==> src/rtl/ahb_master_pkg.sv <==
// Shared constants, state encoding and command legality check
// for the single-transfer AHB-lite master.
package ahb_master_pkg;

  localparam logic [1:0] HTRANS_IDLE   = 2'b00;
  localparam logic [1:0] HTRANS_NONSEQ = 2'b10;

  localparam logic [2:0] HSIZE_BYTE = 3'b000;
  localparam logic [2:0] HSIZE_HALF = 3'b001;
  localparam logic [2:0] HSIZE_WORD = 3'b010;

  typedef enum logic [1:0] {
    IDLE,
    ADDR,
    DATA,
    ERR
  } state_e;

  function automatic logic cmd_legal(
    input logic [1:0] size,
    input logic [1:0] alo
  );
    logic ok;
    ok = 1'b0;
    unique case (1'b1)
      ({1'b0, size} == HSIZE_BYTE): ok = 1'b1;
      ({1'b0, size} == HSIZE_HALF): ok = ~alo[0];
      ({1'b0, size} == HSIZE_WORD): ok = (alo == 2'b00);
      default:                      ok = 1'b0;
    endcase
    return ok;
  endfunction

endpackage

==> src/rtl/flex_counter.sv <==
// Clearable up-counter that wraps at rollover_val back to 1 and
// flags (registered) the cycle in which it holds rollover_val.
module flex_counter #(
  parameter int NUM_CNT_BITS = 4
) (
  input  logic                    clk,
  input  logic                    n_rst,
  input  logic                    clear,
  input  logic                    count_enable,
  input  logic [NUM_CNT_BITS-1:0] rollover_val,
  output logic [NUM_CNT_BITS-1:0] count_out,
  output logic                    rollover_flag
);

  logic [NUM_CNT_BITS-1:0] cnt_q, cnt_d;
  logic                    flag_q, flag_d;

  always_comb begin
    cnt_d = cnt_q;
    if (clear)
      cnt_d = '0;
    else if (count_enable)
      cnt_d = (cnt_q == rollover_val) ? NUM_CNT_BITS'(1)
                                      : cnt_q + 1'b1;
    flag_d = ~clear && (cnt_d == rollover_val);
  end

  always_ff @(posedge clk or negedge n_rst) begin
    if (!n_rst) begin
      cnt_q  <= '0;
      flag_q <= 1'b0;
    end else begin
      cnt_q  <= cnt_d;
      flag_q <= flag_d;
    end
  end

  assign count_out     = cnt_q;
  assign rollover_flag = flag_q;

endmodule

==> src/rtl/ahb_lite_master.sv <==
// Single-transfer AHB-lite initiator with req/busy/done handshake.
// Define AHB_MASTER_TIMEOUT_EN to abort data phases stuck in wait.
module ahb_lite_master
  import ahb_master_pkg::*;
#(
  parameter int ADDR_W      = 16,
  parameter int TIMEOUT_CYC = 15
) (
  input  logic              clk,
  input  logic              n_rst,
  input  logic              req,
  input  logic              req_write,
  input  logic [ADDR_W-1:0] req_addr,
  input  logic [1:0]        req_size,
  input  logic [31:0]       req_wdata,
  output logic              busy,
  output logic              done,
  output logic              err,
  output logic [31:0]       rdata,
  output logic [ADDR_W-1:0] haddr,
  output logic [1:0]        htrans,
  output logic              hwrite,
  output logic [2:0]        hsize,
  output logic [31:0]       hwdata,
  input  logic [31:0]       hrdata,
  input  logic              hready,
  input  logic              hresp
);

  state_e            state_q;
  logic              busy_q;
  logic              done_q;
  logic              err_q;
  logic [31:0]       rdata_q;
  logic [ADDR_W-1:0] haddr_q;
  logic [1:0]        htrans_q;
  logic              hwrite_q;
  logic [2:0]        hsize_q;
  logic [31:0]       hwdata_q;
  logic              tmo;

`ifdef AHB_MASTER_TIMEOUT_EN
  logic [3:0] wait_cnt;
  logic       tmo_flag;

  flex_counter #(
    .NUM_CNT_BITS(4)
  ) u_tmo (
    .clk          (clk),
    .n_rst        (n_rst),
    .clear        (state_q == ADDR),
    .count_enable ((state_q == DATA || state_q == ERR) && !hready),
    .rollover_val (4'(TIMEOUT_CYC)),
    .count_out    (wait_cnt),
    .rollover_flag(tmo_flag)
  );

  assign tmo = tmo_flag && (wait_cnt != 4'd0);
`else
  assign tmo = 1'b0;
`endif

  always_ff @(posedge clk or negedge n_rst) begin
    if (!n_rst) begin
      state_q  <= IDLE;
      busy_q   <= 1'b0;
      done_q   <= 1'b0;
      err_q    <= 1'b0;
      rdata_q  <= '0;
      haddr_q  <= '0;
      htrans_q <= HTRANS_IDLE;
      hwrite_q <= 1'b0;
      hsize_q  <= '0;
      hwdata_q <= '0;
    end else begin
      done_q <= 1'b0;
      err_q  <= 1'b0;
      unique case (state_q)
        IDLE: begin
          if (req) begin
            if (cmd_legal(req_size, req_addr[1:0])) begin
              state_q  <= ADDR;
              busy_q   <= 1'b1;
              htrans_q <= HTRANS_NONSEQ;
              haddr_q  <= req_addr;
              hwrite_q <= req_write;
              hsize_q  <= {1'b0, req_size};
              if (req_write)
                hwdata_q <= req_wdata;
            end else begin
              done_q <= 1'b1;
              err_q  <= 1'b1;
            end
          end
        end
        ADDR: begin
          htrans_q <= HTRANS_IDLE;
          state_q  <= DATA;
        end
        DATA: begin
          if (tmo || (hresp && hready)) begin
            state_q <= IDLE;
            busy_q  <= 1'b0;
            done_q  <= 1'b1;
            err_q   <= 1'b1;
          end else if (hresp) begin
            state_q <= ERR;
          end else if (hready) begin
            if (!hwrite_q)
              rdata_q <= hrdata;
            state_q <= IDLE;
            busy_q  <= 1'b0;
            done_q  <= 1'b1;
          end
        end
        ERR: begin
          // hresp low here is a slave violation; still an error
          if (tmo || hready) begin
            state_q <= IDLE;
            busy_q  <= 1'b0;
            done_q  <= 1'b1;
            err_q   <= 1'b1;
          end
        end
        default: state_q <= IDLE;
      endcase
    end
  end

  assign busy   = busy_q;
  assign done   = done_q;
  assign err    = err_q;
  assign rdata  = rdata_q;
  assign haddr  = haddr_q;
  assign htrans = htrans_q;
  assign hwrite = hwrite_q;
  assign hsize  = hsize_q;
  assign hwdata = hwdata_q;

endmodule

==> config.mk <==
export PLATFORM = sky130hd
export DESIGN_NAME = ahb_lite_master
export DESIGN_NICKNAME = d
export VERILOG_FILES = /design/src/rtl/ahb_master_pkg.sv /design/src/rtl/flex_counter.sv /design/src/rtl/ahb_lite_master.sv
export SDC_FILE = /design/constraint.sdc
export NUM_CORES = 1
export LEC_CHECK = 0
export CAP_MARGIN = 0
export CORE_ASPECT_RATIO = 1.4
export CORE_MARGIN = 2
export CORE_UTILIZATION = 41
export DETAILED_ROUTE_END_ITERATION = 8
export PLACE_DENSITY_LB_ADDON = 0.12
export SLEW_MARGIN = 15
export SYNTH_ARGS = -nofsm -noshare
export SYNTH_HDL_FRONTEND = slang
export SYNTH_SLANG_ARGS = --single-unit
==> constraint.sdc <==
create_clock -name clk -period 2.1 [get_ports clk]
set_input_delay 0.42 -clock clk [delete_from_list [all_inputs] [get_ports clk]]
set_output_delay 0.42 -clock clk [all_outputs]
set_load 0.02 [all_outputs]
; Word-level counts from Yosys, hierarchy flattened
; Cells that the tools add are included.
[word_totals]
reg_bits = 90
input_bits = 88
output_inout_bits = 89
elab_cells = 60
[op_classes]
eq_ne = 8
n_mux = 26
bitwise = 4
n_reduce_logical = 12
[op_table]
columns = operator, count
row1 = 2-to-1 mux 2 bit, 7
row2 = 2-to-1 mux 1 bit, 13
row3 = one-hot mux 1 bit (3 select lines), 4
row4 = one-hot mux 2 bit (4 select lines), 1
row5 = AND reduction 4 bit, 2
row6 = equality test 2 bit (second input constant), 3
row7 = logical NOT 2 bit, 3
row8 = AND reduction 3 bit, 2
row9 = AND reduction 5 bit, 1
row10 = equality test 2 x 1 -> 1 bit (second input constant), 2
row11 = != test 2 bit (second input constant), 2
row12 = NOT 1 bit, 4
row13 = one-hot mux 2 bit (2 select lines), 1
row14 = != test 3 bit (second input constant), 1
row15 = nonzero test 3 bit, 1
row16 = AND reduction 2 bit, 1
row17 = nonzero test 2 bit, 1
row18 = logical AND 1 bit, 1

; Longest topological paths before layout
; Gate-level depths: netlist (run 1).
[depth]
ltp_word = 7
ltp_mapped = 6
mapped_depth_nobuf = 6

; Least setup slack after synthesis (run 1)
; Ideal clock, no wire load.
[synth_timing]
path_kind = flip-flop to flip-flop
startpoint = register state_q[0]
endpoint = register rdata_q[10], in the netlist rdata[10]
setup_time_ns = 0.125
arrival_ns = 1.601
required_ns = 1.975
setup_slack_ns = 0.374
stages_incl_launch_ff = 6
n_path_buf = 1
period_less_slack_ns = 1.726
path_cell_list = dfrtp_1 -> inv_1 -> ha_1 -> nor4b_4 -> buf_6 -> mux2_4
[synth_via]
elab_chain_cells = 2
[synth_rtl]
columns = element, line
row1 = "start, declared", ahb_lite_master.sv:30  ; state_e state_q;
row2 = "start signal, assigned", ahb_lite_master.sv:65  ; state_q <= IDLE;
row3 = "start signal, assigned", ahb_lite_master.sv:82  ; state_q <= ADDR;
row4 = "start signal, assigned", ahb_lite_master.sv:98  ; state_q <= DATA;
row5 = equality test 2 bit, ahb_lite_master.sv:78  ; unique case (state_q)
row6 = AND reduction 5 bit (no line), --
row7 = "end signal, assigned", ahb_lite_master.sv:110  ; rdata_q <= hrdata;
row8 = "end, declared", ahb_lite_master.sv:34  ; logic [31:0] rdata_q;
; Every way passes these cells.
; A chain may end at the register's enable or synchronous reset.

; Worst setup path after layout (run 1)
[layout_timing]
startpoint = register state_q[0]
endpoint = register rdata_q[4], in the netlist rdata[4]
; Same word-level chain as after synthesis.

==> results of run 1 <==
-- cell type report --
class                   count  share of cell area
multi-input cells         118              0.2364
well taps                 107             0.02262
repair buffers            184              0.3150
clock inverters             5            0.005497
clock buffers              10             0.04038
inverters                   6            0.003805
flip-flops and latches     89              0.3763
-- registers in the layout (all words and copies together), names as in the netlist --
name,count
hwrite,1
haddr,16
hsize,2
err,1
busy,1
htrans,1
state_q,2
rdata,32
done,1
hwdata,32
-- power breakdown --
part / switching [mW] / internal, mW
Sequential: 0.453 / 2.56
Combinational: 1.96 / 2.56
Clock: 0.629 / 0.821
-- per-stage QoR --
stage	utilization	hold slack (ps)	setup slack, ps
finish	0.6630	12.53	207.7
global route	0.6630	41.99	95.55
CTS	0.6630	22.18	201.6
detailed placement	0.6326	388.3	-21.91
global placement	0.6326	381.6	-4.070
floorplan	-	124.4	374.2
-- kinds of logic (layout without fill, tap and decap cells) --
kind of cell,Yosys count,in the layout,share of synthesized area
muxes,81,81,0.2929
other,1,2,0.001002
AOI/OAI and AO/OA,16,16,0.03578
buffers and inverters,16,205,0.03209
and+or+nand+nor,14,14,0.02641
adders and majority gates,5,5,0.01672
DFF,89,89,0.5951
-- path summary, 6_finish.rpt --
check,startpoint,to
max in group asynchronous,n_rst,haddr[12]
min in group clk,haddr[0],haddr[0]
max,state_q[0],rdata[4]
min reg2reg,haddr[0],haddr[0]
max reg2reg,state_q[0],rdata[4]
min,n_rst,rdata[21]
-- per-layer routing --
metal | GRT usage | vias up
met1 | 0.2216 | 1219
met3 | 0.04278 | 19
li1 | - | 1151
met2 | 0.2987 | 107
met5 | 0 | -
met4 | 0.1048 | 0
-- synthesized netlist by cell type (all sizes together) --
master / number
a21o: 1
a21oi: 3
a22o: 1
a22oi: 1
a311o: 1
and2: 1
buf: 10
conb: 1
dfrtp: 89
ha: 5
inv: 6
mux2: 81
nand2: 3
nand2b: 1
nand3: 3
nor2: 2
nor3: 2
nor3b: 1
nor4b: 1
o2111ai: 1
o211ai: 1
o21a: 1
o21ai: 5
o2bb2ai: 1
-- worst reg2reg max path: stages, from the launching register on --
cell and delay [ps]:
dfrtp_1 410, inv_1 150, ha_1 260, nor4b_4 270, buf_12 270, mux2_2 400
-- placed cells by master (no fill, tap or decap), types with 2 or more instances in the layout --
master / instances
a21oi_1: 2
buf_12: 4
buf_4: 7
clkbuf_16: 9
clkdlybuf4s50_1: 173
clkinv_2: 2
clkinvlp_4: 3
conb_1: 2
dfrtp_1: 89
ha_1: 5
inv_1: 5
mux2_2: 31
mux2_4: 49
nand2_1: 3
nand3_1: 3
nor2_1: 2
o21ai_0: 5
==> results.py, run 1 <==
metrics = {
    "floorplan": {
        "core_sq_um": 8926,
        "die_w_um": 84.75,
        "num_rows": 41,
        "die_h_um": 117.0,
        "die_area_sq_um": 9919,
        "start_util": 0.4193,
        "pin_count": 177,
    },
    "sta": {
        "fin_crit_ps": 1892,
        "hold_violations": 0,
        "tns_ps": 0,
        "fin_worst_skew_ps": 4.179,
        "final_max_slew_viol_count": 0,
        "fin_crit_sh": 0.9011,
        "fmax_mhz": 528.5,
        "rsz0062_at_grt": "no",
        "setup-violations-final": 0,
    },
    "setup_path": {
        "crit_family": "buffers and inverters",
        "ff2ff_path_depth": 5,
        "cp_max_fo": 32,
        "worst_setup_path_start_kind": "flip-flop",
        "cpPeakStageDelay_ps": 410,
        "crit_path_cell_trace": "inv_1, ha_1, nor4b_4, buf_12, mux2_2",
        "worst-path-stages": 5,
        "crit_path_end_kind": "flip-flop",
        "cp.arrival_ps": 2110,
        "r2r_slack_ps": 210,
        "path_buf_inv": 2,
        "slowest_stage": "dfrtp_1",
        "crit_required_ps": 2320,
        "crit_type": "reg2reg",
    },
    "synthesis": {
        "avgSynthCellArea_sq_um": 16.86,
        "ys_seq_area_frac": 0.5951,
        "synthCells": 222,
        "synth_top_area_share": 0.5951,
        "yosysUniqueCellTypes": 30,
        "synth_seq_cells": 89,
        "yosysWarnings": 0,
        "synth_top_cell_by_area": "dfrtp_1",
        "synth_area_sq_um": 3742,
        "ys_top_cells_by_area": "dfrtp_1, mux2_4, mux2_2",
    },
    "global_routing": {
        "track_usage": 0.1821,
        "grt_max_degree": 44,
        "grt_pass1_vias": 2604,
        "grt_remaining_overflow": 0,
        "grt_pass1_wl_um": 13740,
        "antenna_found_initial": 0,
    },
    "route": {
        "ant_nets": 0,
        "vias": 2496,
        "finalWirelength_um": 8762,
        "wl_met1_um": 3457,
        "drtPass1Iterations": 4,
        "wl_per_cell_um": 16.88,
        "wl_met2_um": 4475,
        "post-route-drc-count": 0,
        "drt_iter0_markers": 67,
        "topRoutingLayerUsed": "met4",
        "viasPerCell": 4.809,
        "wl_met3_um": 556,
    },
    "placed_design": {
        "port_buffers": 174,
        "place_area_sq_um": 5647,
        "gp_congestion": 0.7172,
        "hpwl_um": 6620,
        "dp_cells": 504,
    },
    "clock_network": {
        "clockBufferDepth": 2,
        "clk_pin_slew_ps": 60,
        "cts_tree": "done",
        "htree_levels": 3,
        "cts_resized": 0,
        "ctsHoldBuffers": 0,
        "cts_setup_buffers": 0,
        "clock_latency_ps": 340,
        "cts_buffers": 9,
        "root_buffer": "clkbuf_16",
        "cts_sinks": 89,
    },
    "layout": {
        "multi_input_area_sq_um": 1399,
        "nFillCells": 705,
        "area_growth_pct": 58.14,
        "stdcell_count": 519,
        "fin_area_sq_um": 5918,
        "fin_nets": 501,
        "seq_area_sq_um": 2227,
        "drive_gt1_frac": 0.2743,
        "diodes": 0,
    },
    "pwr": {
        "peakVddDrop_uv": 977.6,
        "static-leakage-power_nw": 2.635,
        "power_density_nw_per_um2": 1519,
        "total_power_mw": 8.991,
    },
    "hold_path": {
        "hold_path.class": "in2async",
    },
    "run_status": {
        "status": "finished, final reports clean",
    },
    "run": {
        "maxCapViolCount": 0,
    },
}
Note: power is estimated with default switching activity, not from simulation.
==> inputs of run 2 (changes only) <==
--- a/config.mk
+++ b/config.mk
@@ -9,9 +9,11 @@
 export CORE_ASPECT_RATIO = 1.4
 export CORE_MARGIN = 2
 export CORE_UTILIZATION = 41
+export CTS_CLUSTER_SIZE = 10
 export DETAILED_ROUTE_END_ITERATION = 8
 export PLACE_DENSITY_LB_ADDON = 0.12
 export SLEW_MARGIN = 15
 export SYNTH_ARGS = -nofsm -noshare
 export SYNTH_HDL_FRONTEND = slang
+export SYNTH_HIERARCHICAL = 1
 export SYNTH_SLANG_ARGS = --single-unit
==> results of run 2 <==
Same layout as run 1: the final DEF is identical, and so are final timing and power.
Main changes from that run: Yosys warning count 0 -> 6
